### src/rtl/hazard_pkg.sv
`default_nettype none
// +----------------------------------------------------------------------+
// | hazard_pkg                                                           |
// | Shared types and constants for the pipeline hazard controller.       |
// | Rev 1.0 - initial release                                            |
// +----------------------------------------------------------------------+
package hazard_pkg;

    typedef enum logic [1:0] {
        FWD_RF  = 2'b00,
        FWD_MEM = 2'b01,
        FWD_WB  = 2'b10
    } fwd_sel_e;

    typedef enum logic [0:0] {
        S_RUN  = 1'b0,
        S_WAIT = 1'b1
    } ctrl_state_e;

    // EX-stage shadow entry; MEM/WB keep only the fields they need.
    typedef struct packed {
        logic [4:0] rs1;
        logic [4:0] rs2;
        logic [4:0] rd;
        logic       wren;
        logic       load;
        logic       lsu;
    } stage_slot_t;

    typedef struct packed {
        logic [4:0] rd;
        logic       wren;
        logic       lsu;
    } post_slot_t;

    localparam logic [6:0] OP_LOAD  = 7'b0000011;
    localparam logic [6:0] OP_STORE = 7'b0100011;

    function automatic fwd_sel_e fwd_pick(
        input logic [4:0] rs,
        input post_slot_t mem,
        input post_slot_t wb
    );
        if (mem.wren && (mem.rd == rs)) begin
            return FWD_MEM;
        end else if (wb.wren && (wb.rd == rs)) begin
            return FWD_WB;
        end
        return FWD_RF;
    endfunction

endpackage
`default_nettype wire

### src/rtl/hazard_scoreboard.sv
`default_nettype none
// +----------------------------------------------------------------------+
// | hazard_scoreboard                                                    |
// | EX/MEM/WB destination shadow slots, forwarding and load-use compare. |
// | Rev 1.0 - initial release                                            |
// +----------------------------------------------------------------------+
module hazard_scoreboard
    import hazard_pkg::*;
(
    input  logic        i_clk,
    input  logic        i_reset,
    input  logic [31:0] i_id_inst,
    input  logic        i_id_rd_wren,
    input  logic        i_id_lsu_rden,
    input  logic        i_id_lsu_wren,
    input  logic        i_stall_ex,
    input  logic        i_bubble_ex,
    input  logic        i_stall_mem,
    input  logic        i_clear_mem,
    output logic        o_load_use,
    output logic        o_mem_lsu,
    output logic [1:0]  o_fwd_a_sel,
    output logic [1:0]  o_fwd_b_sel
);

    stage_slot_t r_ex_slot;
    post_slot_t  r_mem_slot;
    post_slot_t  r_wb_slot;
    stage_slot_t w_id_slot;
    post_slot_t  w_ex_post;
    logic        w_unused;

    always_comb begin
        w_id_slot      = '0;
        w_id_slot.rs1  = i_id_inst[19:15];
        w_id_slot.rs2  = i_id_inst[24:20];
        w_id_slot.rd   = i_id_inst[11:7];
        w_id_slot.wren = i_id_rd_wren && (i_id_inst[11:7] != 5'd0);
        w_id_slot.load = i_id_lsu_rden;
        w_id_slot.lsu  = i_id_lsu_rden || i_id_lsu_wren;
    end

    assign w_ex_post = '{rd: r_ex_slot.rd, wren: r_ex_slot.wren, lsu: r_ex_slot.lsu};

    always_ff @(posedge i_clk or posedge i_reset) begin
        if (i_reset) begin
            r_ex_slot  <= '0;
            r_mem_slot <= '0;
            r_wb_slot  <= '0;
        end else begin
            if (!i_stall_ex) begin
                r_ex_slot <= i_bubble_ex ? '0 : w_id_slot;
            end
            // An abandoned access leaves MEM empty rather than re-requesting.
            if (i_clear_mem) begin
                r_mem_slot <= '0;
            end else if (!i_stall_mem) begin
                r_mem_slot <= w_ex_post;
            end
            r_wb_slot <= i_stall_mem ? '0 : r_mem_slot;
        end
    end

    assign o_fwd_a_sel = fwd_pick(r_ex_slot.rs1, r_mem_slot, r_wb_slot);
    assign o_fwd_b_sel = fwd_pick(r_ex_slot.rs2, r_mem_slot, r_wb_slot);
    assign o_mem_lsu   = r_mem_slot.lsu;
    assign o_load_use  = r_ex_slot.load && r_ex_slot.wren &&
                         ((r_ex_slot.rd == w_id_slot.rs1) || (r_ex_slot.rd == w_id_slot.rs2));

    // Opcode/funct bits and the WB access flag drive no decision here.
    assign w_unused = ^{i_id_inst[31:25], i_id_inst[14:12], i_id_inst[6:0], r_wb_slot.lsu};

endmodule
`default_nettype wire

### src/rtl/pipeline_hazard_ctrl.sv
`default_nettype none
// +----------------------------------------------------------------------+
// | pipeline_hazard_ctrl                                                 |
// | Stall/flush/forward sequencing and MEM handshake for 5-stage RV32I.  |
// | Rev 1.0 - initial release                                            |
// +----------------------------------------------------------------------+
module pipeline_hazard_ctrl
    import hazard_pkg::*;
#(
    parameter int MAX_WAIT = 16
)
(
    input  logic        i_clk,
    input  logic        i_reset,
    input  logic [31:0] i_id_inst,
    input  logic        i_id_rd_wren,
    input  logic        i_id_lsu_rden,
    input  logic        i_id_lsu_wren,
    input  logic        i_ex_redirect,
    input  logic        i_lsu_ack,
    output logic        o_stall_if,
    output logic        o_stall_id,
    output logic        o_stall_ex,
    output logic        o_stall_mem,
    output logic        o_flush_id,
    output logic        o_flush_ex,
    output logic [1:0]  o_fwd_a_sel,
    output logic [1:0]  o_fwd_b_sel,
    output logic        o_lsu_req,
    output logic        o_lsu_timeout
);

    localparam int                 c_CNT_W    = $clog2(MAX_WAIT + 1);
    localparam logic [c_CNT_W-1:0] c_CNT_LAST = c_CNT_W'(MAX_WAIT - 1);
    localparam logic [c_CNT_W-1:0] c_CNT_ONE  = c_CNT_W'(1);

    ctrl_state_e        r_state;
    logic [c_CNT_W-1:0] r_cnt;
    logic               r_timeout;

    logic w_mem_lsu;
    logic w_load_use;
    logic w_final;
    logic w_mem_stall;
    logic w_redirect;
    logic w_lu_stall;
    logic w_bubble_ex;

    hazard_scoreboard u_scoreboard (
        .i_clk         (i_clk),
        .i_reset       (i_reset),
        .i_id_inst     (i_id_inst),
        .i_id_rd_wren  (i_id_rd_wren),
        .i_id_lsu_rden (i_id_lsu_rden),
        .i_id_lsu_wren (i_id_lsu_wren),
        .i_stall_ex    (o_stall_ex),
        .i_bubble_ex   (w_bubble_ex),
        .i_stall_mem   (o_stall_mem),
        .i_clear_mem   (w_final),
        .o_load_use    (w_load_use),
        .o_mem_lsu     (w_mem_lsu),
        .o_fwd_a_sel   (o_fwd_a_sel),
        .o_fwd_b_sel   (o_fwd_b_sel)
    );

    // Last un-acked cycle of a wait: release instead of stalling again.
    assign w_final     = (r_state == S_WAIT) && (r_cnt == c_CNT_LAST) && !i_lsu_ack;
    assign w_mem_stall = w_mem_lsu && !i_lsu_ack && !w_final;
    assign w_redirect  = i_ex_redirect && !w_mem_stall;
    assign w_lu_stall  = w_load_use && !i_ex_redirect && !w_mem_stall;

    assign o_stall_if  = w_mem_stall || w_lu_stall;
    assign o_stall_id  = w_mem_stall || w_lu_stall;
    assign o_stall_ex  = w_mem_stall;
    assign o_stall_mem = w_mem_stall;
    assign o_flush_id  = w_redirect;
    assign o_flush_ex  = w_redirect || w_lu_stall;
    assign w_bubble_ex = o_flush_ex || (o_stall_id && !o_stall_ex);

    assign o_lsu_req     = w_mem_lsu;
    assign o_lsu_timeout = r_timeout;

    always_ff @(posedge i_clk or posedge i_reset) begin
        if (i_reset) begin
            r_state   <= S_RUN;
            r_cnt     <= '0;
            r_timeout <= 1'b0;
        end else begin
            case (r_state)
                S_RUN: begin
                    if (w_mem_lsu && !i_lsu_ack) begin
                        r_state <= S_WAIT;
                        r_cnt   <= c_CNT_ONE;
                    end
                end
                S_WAIT: begin
                    if (i_lsu_ack) begin
                        r_state <= S_RUN;
                        r_cnt   <= '0;
                    end else if (w_final) begin
                        r_state   <= S_RUN;
                        r_cnt     <= '0;
                        r_timeout <= 1'b1;
                    end else begin
                        r_cnt <= r_cnt + c_CNT_ONE;
                    end
                end
                default: begin
                    r_state <= S_RUN;
                    r_cnt   <= '0;
                end
            endcase
        end
    end

endmodule
`default_nettype wire

### config.mk
export PLATFORM = sky130hd
export DESIGN_NAME = pipeline_hazard_ctrl
export DESIGN_NICKNAME = d
export VERILOG_FILES = /design/src/rtl/hazard_pkg.sv /design/src/rtl/hazard_scoreboard.sv /design/src/rtl/pipeline_hazard_ctrl.sv
export SDC_FILE = /design/constraint.sdc
export NUM_CORES = 1
export LEC_CHECK = 0
export BUFFER_PORTS_ARGS = -buffer_cell sky130_fd_sc_hd__clkbuf_2
export CAP_MARGIN = 25
export CORE_MARGIN = 3
export CORE_UTILIZATION = 55
export CTS_CLUSTER_DIAMETER = 200
export DETAILED_ROUTE_END_ITERATION = 7
export GPL_TIMING_DRIVEN = 0
export PLACE_DENSITY = 0.79
export SYNTH_ARGS = -nofsm -noshare
export SYNTH_HDL_FRONTEND = slang
export SYNTH_SLANG_ARGS = --single-unit
### constraint.sdc
create_clock -name i_clk -period 3.6 [get_ports i_clk]
set_clock_uncertainty 0.15 [all_clocks]
set_input_delay 0.72 -clock i_clk [delete_from_list [all_inputs] [get_ports i_clk]]
set_output_delay 0.72 -clock i_clk [all_outputs]
set_load 0.03 [all_outputs]
==> reports/metrics.yaml <==
routing:
  first_iter_violations: 33
  antenna_left: 0
  vias: 1487
  dr.pass1.iters: 6
  vias_per_cell: 5.25
  post_drt_wl_per_cell_um: 14.2
  drc_errors: 0
  routed_wl_mm: 4.03
sta:
  hold_viol: 0
  setup_tns_ns: 0
  tightest_slew_ns: 0.770
  fin_ws_ns: 0.267
  setup_viol_count_final: 0
  slew_headroom_pct: 48.6
  finalCriticalPeriod_ns: 3.33
  fmax_ghz: 0.300
  fin_hold_ws_ns: 0.336
  finalMaxSlewViolations: 0
  rsz0062_at_grt: "no"
  fin_crit_sh_pct: 92.6
synthesis:
  syn_inst: 196
  ys_types: 33
  syn_area_um2: 2060
  synth.top_cell.area_share_pct: 46.2
  yosysWarnings: 0
  syn-num-nets: 237
  synth.largest_area_cell: "dfrtp_1"
  synthTopCellsByArea: "dfrtp_1, xor2_1, xnor2_1"
  synth_ff_type: "dfrtp_1"
  avgSynthCellArea_um2: 10.5
  synth.most_common_cell: "dfrtp_1"
  ys_top_cells_by_count: "dfrtp_1, nand2_1, inv_1"
  ys_ff_latch: 38
  synth_enable_flop_cells: 0
  async_flop_share_pct: 100
  ys_seq_area_share_pct: 46.2
status:
  status: "completed"
global_route:
  grt_util_all_layers_pct: 20.6
  grt_pass1_vias: 1418
  antenna_found_initial: 0
  grt_max_degree: 39
  gr-total-overflow: 0
  grt_pass1_wl_mm: 6.78
clocking:
  cts_tree: "done"
  htreeDepth: 2
  worstSkewPairLatency_ns: 0.29
  numCtsBuffers: 5
  numClockSinks: 38
  cts_buffer_depth: 2
  cts.clk_slew.worst_paths_ns: 0.07
  cts-root-buf: "clkbuf_8"
  cts_setup_buffers: 0
  cts-resized-gates: 0
  postCtsHoldBufs: 0
worst_hold_path:
  hp-class: "register to register"
  hp-start: "r_cnt[4]"
floorplan:
  die_h_um: 67.2
  fp.coreArea_um2: 3470
  die_w_um: 67.2
  pin_count: 51
  dieArea_um2: 4510
  start_util_pct: 59.3
  rows: 21
final_layout:
  fillCellCount: 299
  stdcell_count: 283
  drive_above_1_share_pct: 27.0
  layout.nets: 277
  antenna_cells: 0
  area_growth_pct: 15.3
  finalInstanceArea_um2: 2370
place:
  dp_hpwl_mm: 3.09
  port_buffers: 33
  dp.cells: 275
  place_congestion: 0.751
  placed_cell_area_um2: 2280
  pre_cts_slack_ns: 0.584
power_and_ir_drop:
  max-vdd-ir-drop_v: 0.000340
  p_leak_nw: 1.20
  powerDensity_nw_per_um2: 468
critical_path:
  required_ns: 2.73
  r2r_start: "r_cnt[0]"
  cp-start-kind: "register"
  cp-end-kind: "primary output"
  criticalPathCategory: "register to primary output"
  crit_arrival_ns: 2.46
  cp_max_fo: 10
  crit_start: "r_cnt[0]"
  r2r_slack_ns: 1.40
flow_run:
  maxCapViolCount: 0
critical path, stage by stage, from the launching register on:
cell and delay (ns):
dfrtp_1 0.42, ha_1 0.24, and3_1 0.19, ha_1 0.23, nand2_1 0.14, and2_1 0.13
buf_2 0.18, buf_4 0.24, a21o_1 0.12, buf_4 0.10, clkbuf_2 0.19
layer usage:
layer  track usage [%]  up-vias  wire (um)  part of all wire (%)
met1              27.3      696       1830                    45
met4              9.62        0         82                   2.0
met2              33.0       45       1930                    48
met3              3.33        9        187                   4.6
li1                  -      737          -                     -
met5                 0        -          0                     0
flip-flops by register name, indices dropped and copies added (netlist names):
signal                   flops
o_lsu_timeout                1
r_cnt                        5
r_state                      1
u_scoreboard.o_mem_lsu       1
u_scoreboard.r_ex_slot      18
u_scoreboard.r_mem_slot      6
u_scoreboard.r_wb_slot       6
cells by family (layout without fill, tap and decap cells):
kind of cell	after synthesis	count (layout)	synth area share, %
AO/OA/AOI/OAI	37	37	17.3
multiplexers	1	1	0.486
AND/OR/NAND/NOR	55	55	13.6
buffers and inverters	31	72	7.60
XOR/XNOR	32	32	13.6
adder cells (fa/ha/maj)	2	2	1.22
flip-flops	38	38	46.2
per-stage QoR:
| step | total power [mW] | util [%] |
|---|---|---|
| finish | 1.11 | 68.4 |
| global placement | 0.809 | 65.8 |
| global route | 1.17 | 68.4 |
| CTS | 1.12 | 68.4 |
| floorplan | 0.743 | - |
| detailed placement | 0.820 | 65.8 |
power by group:
group,switching [mW],internal (mW)
combinational,0.145,0.122
sequential,0.0623,0.479
clock,0.146,0.154
total,0.353,0.756
area by class of cell:
class	instances	area [um2]	share of cell area, %
Buffer	10	77.6	3.27
Clock buffer	7	86.3	3.64
Clock inverter	1	5.00	0.211
Inverter	21	78.8	3.32
Multi-Input combinational cell	127	951	40.1
Sequential cell	38	951	40.1
Tap cell	46	57.6	2.43
Timing Repair Buffer	33	165	6.96
cells in the final DEF (no fill, tap or decap), drive strengths merged:
| cell type | netlist | routed |
|---|---|---|
| a21oi | 1 | 1 |
| dfrtp | 38 | 38 |
| o22a | 1 | 1 |
| nor4 | 4 | 4 |
| and3 | 3 | 3 |
| xnor2 | 15 | 15 |
| o221ai | 1 | 1 |
| xor2 | 17 | 17 |
| o22ai | 2 | 2 |
| o21ai | 5 | 5 |
| o31ai | 18 | 18 |
| buf | 10 | 10 |
| nor2 | 7 | 7 |
| mux2i | 1 | 1 |
| or2 | 1 | 1 |
| nor2b | 8 | 8 |
| nand3 | 5 | 5 |
| a22o | 7 | 7 |
| a21o | 1 | 1 |
| nand4 | 3 | 3 |
| nor3b | 1 | 1 |
| o21bai | 1 | 1 |
| and2 | 1 | 1 |
| nand2 | 22 | 22 |
| inv | 21 | 21 |
| ha | 2 | 2 |
| clkbuf | 0 | 40 |
| clkinv | 0 | 1 |
final timing paths:
path / end / cells past startpoint
setup / recovery: o_stall_if / 10
hold / removal: r_cnt[4] / 2
setup reg to reg: u_scoreboard.r_ex_slot[15] / 9
hold reg to reg: r_cnt[4] / 2
max in group asynchronous: u_scoreboard.r_ex_slot[14] / 2
min in group asynchronous: r_cnt[3] / 2
No activity file was read; power rests on OpenSTA's default activity.
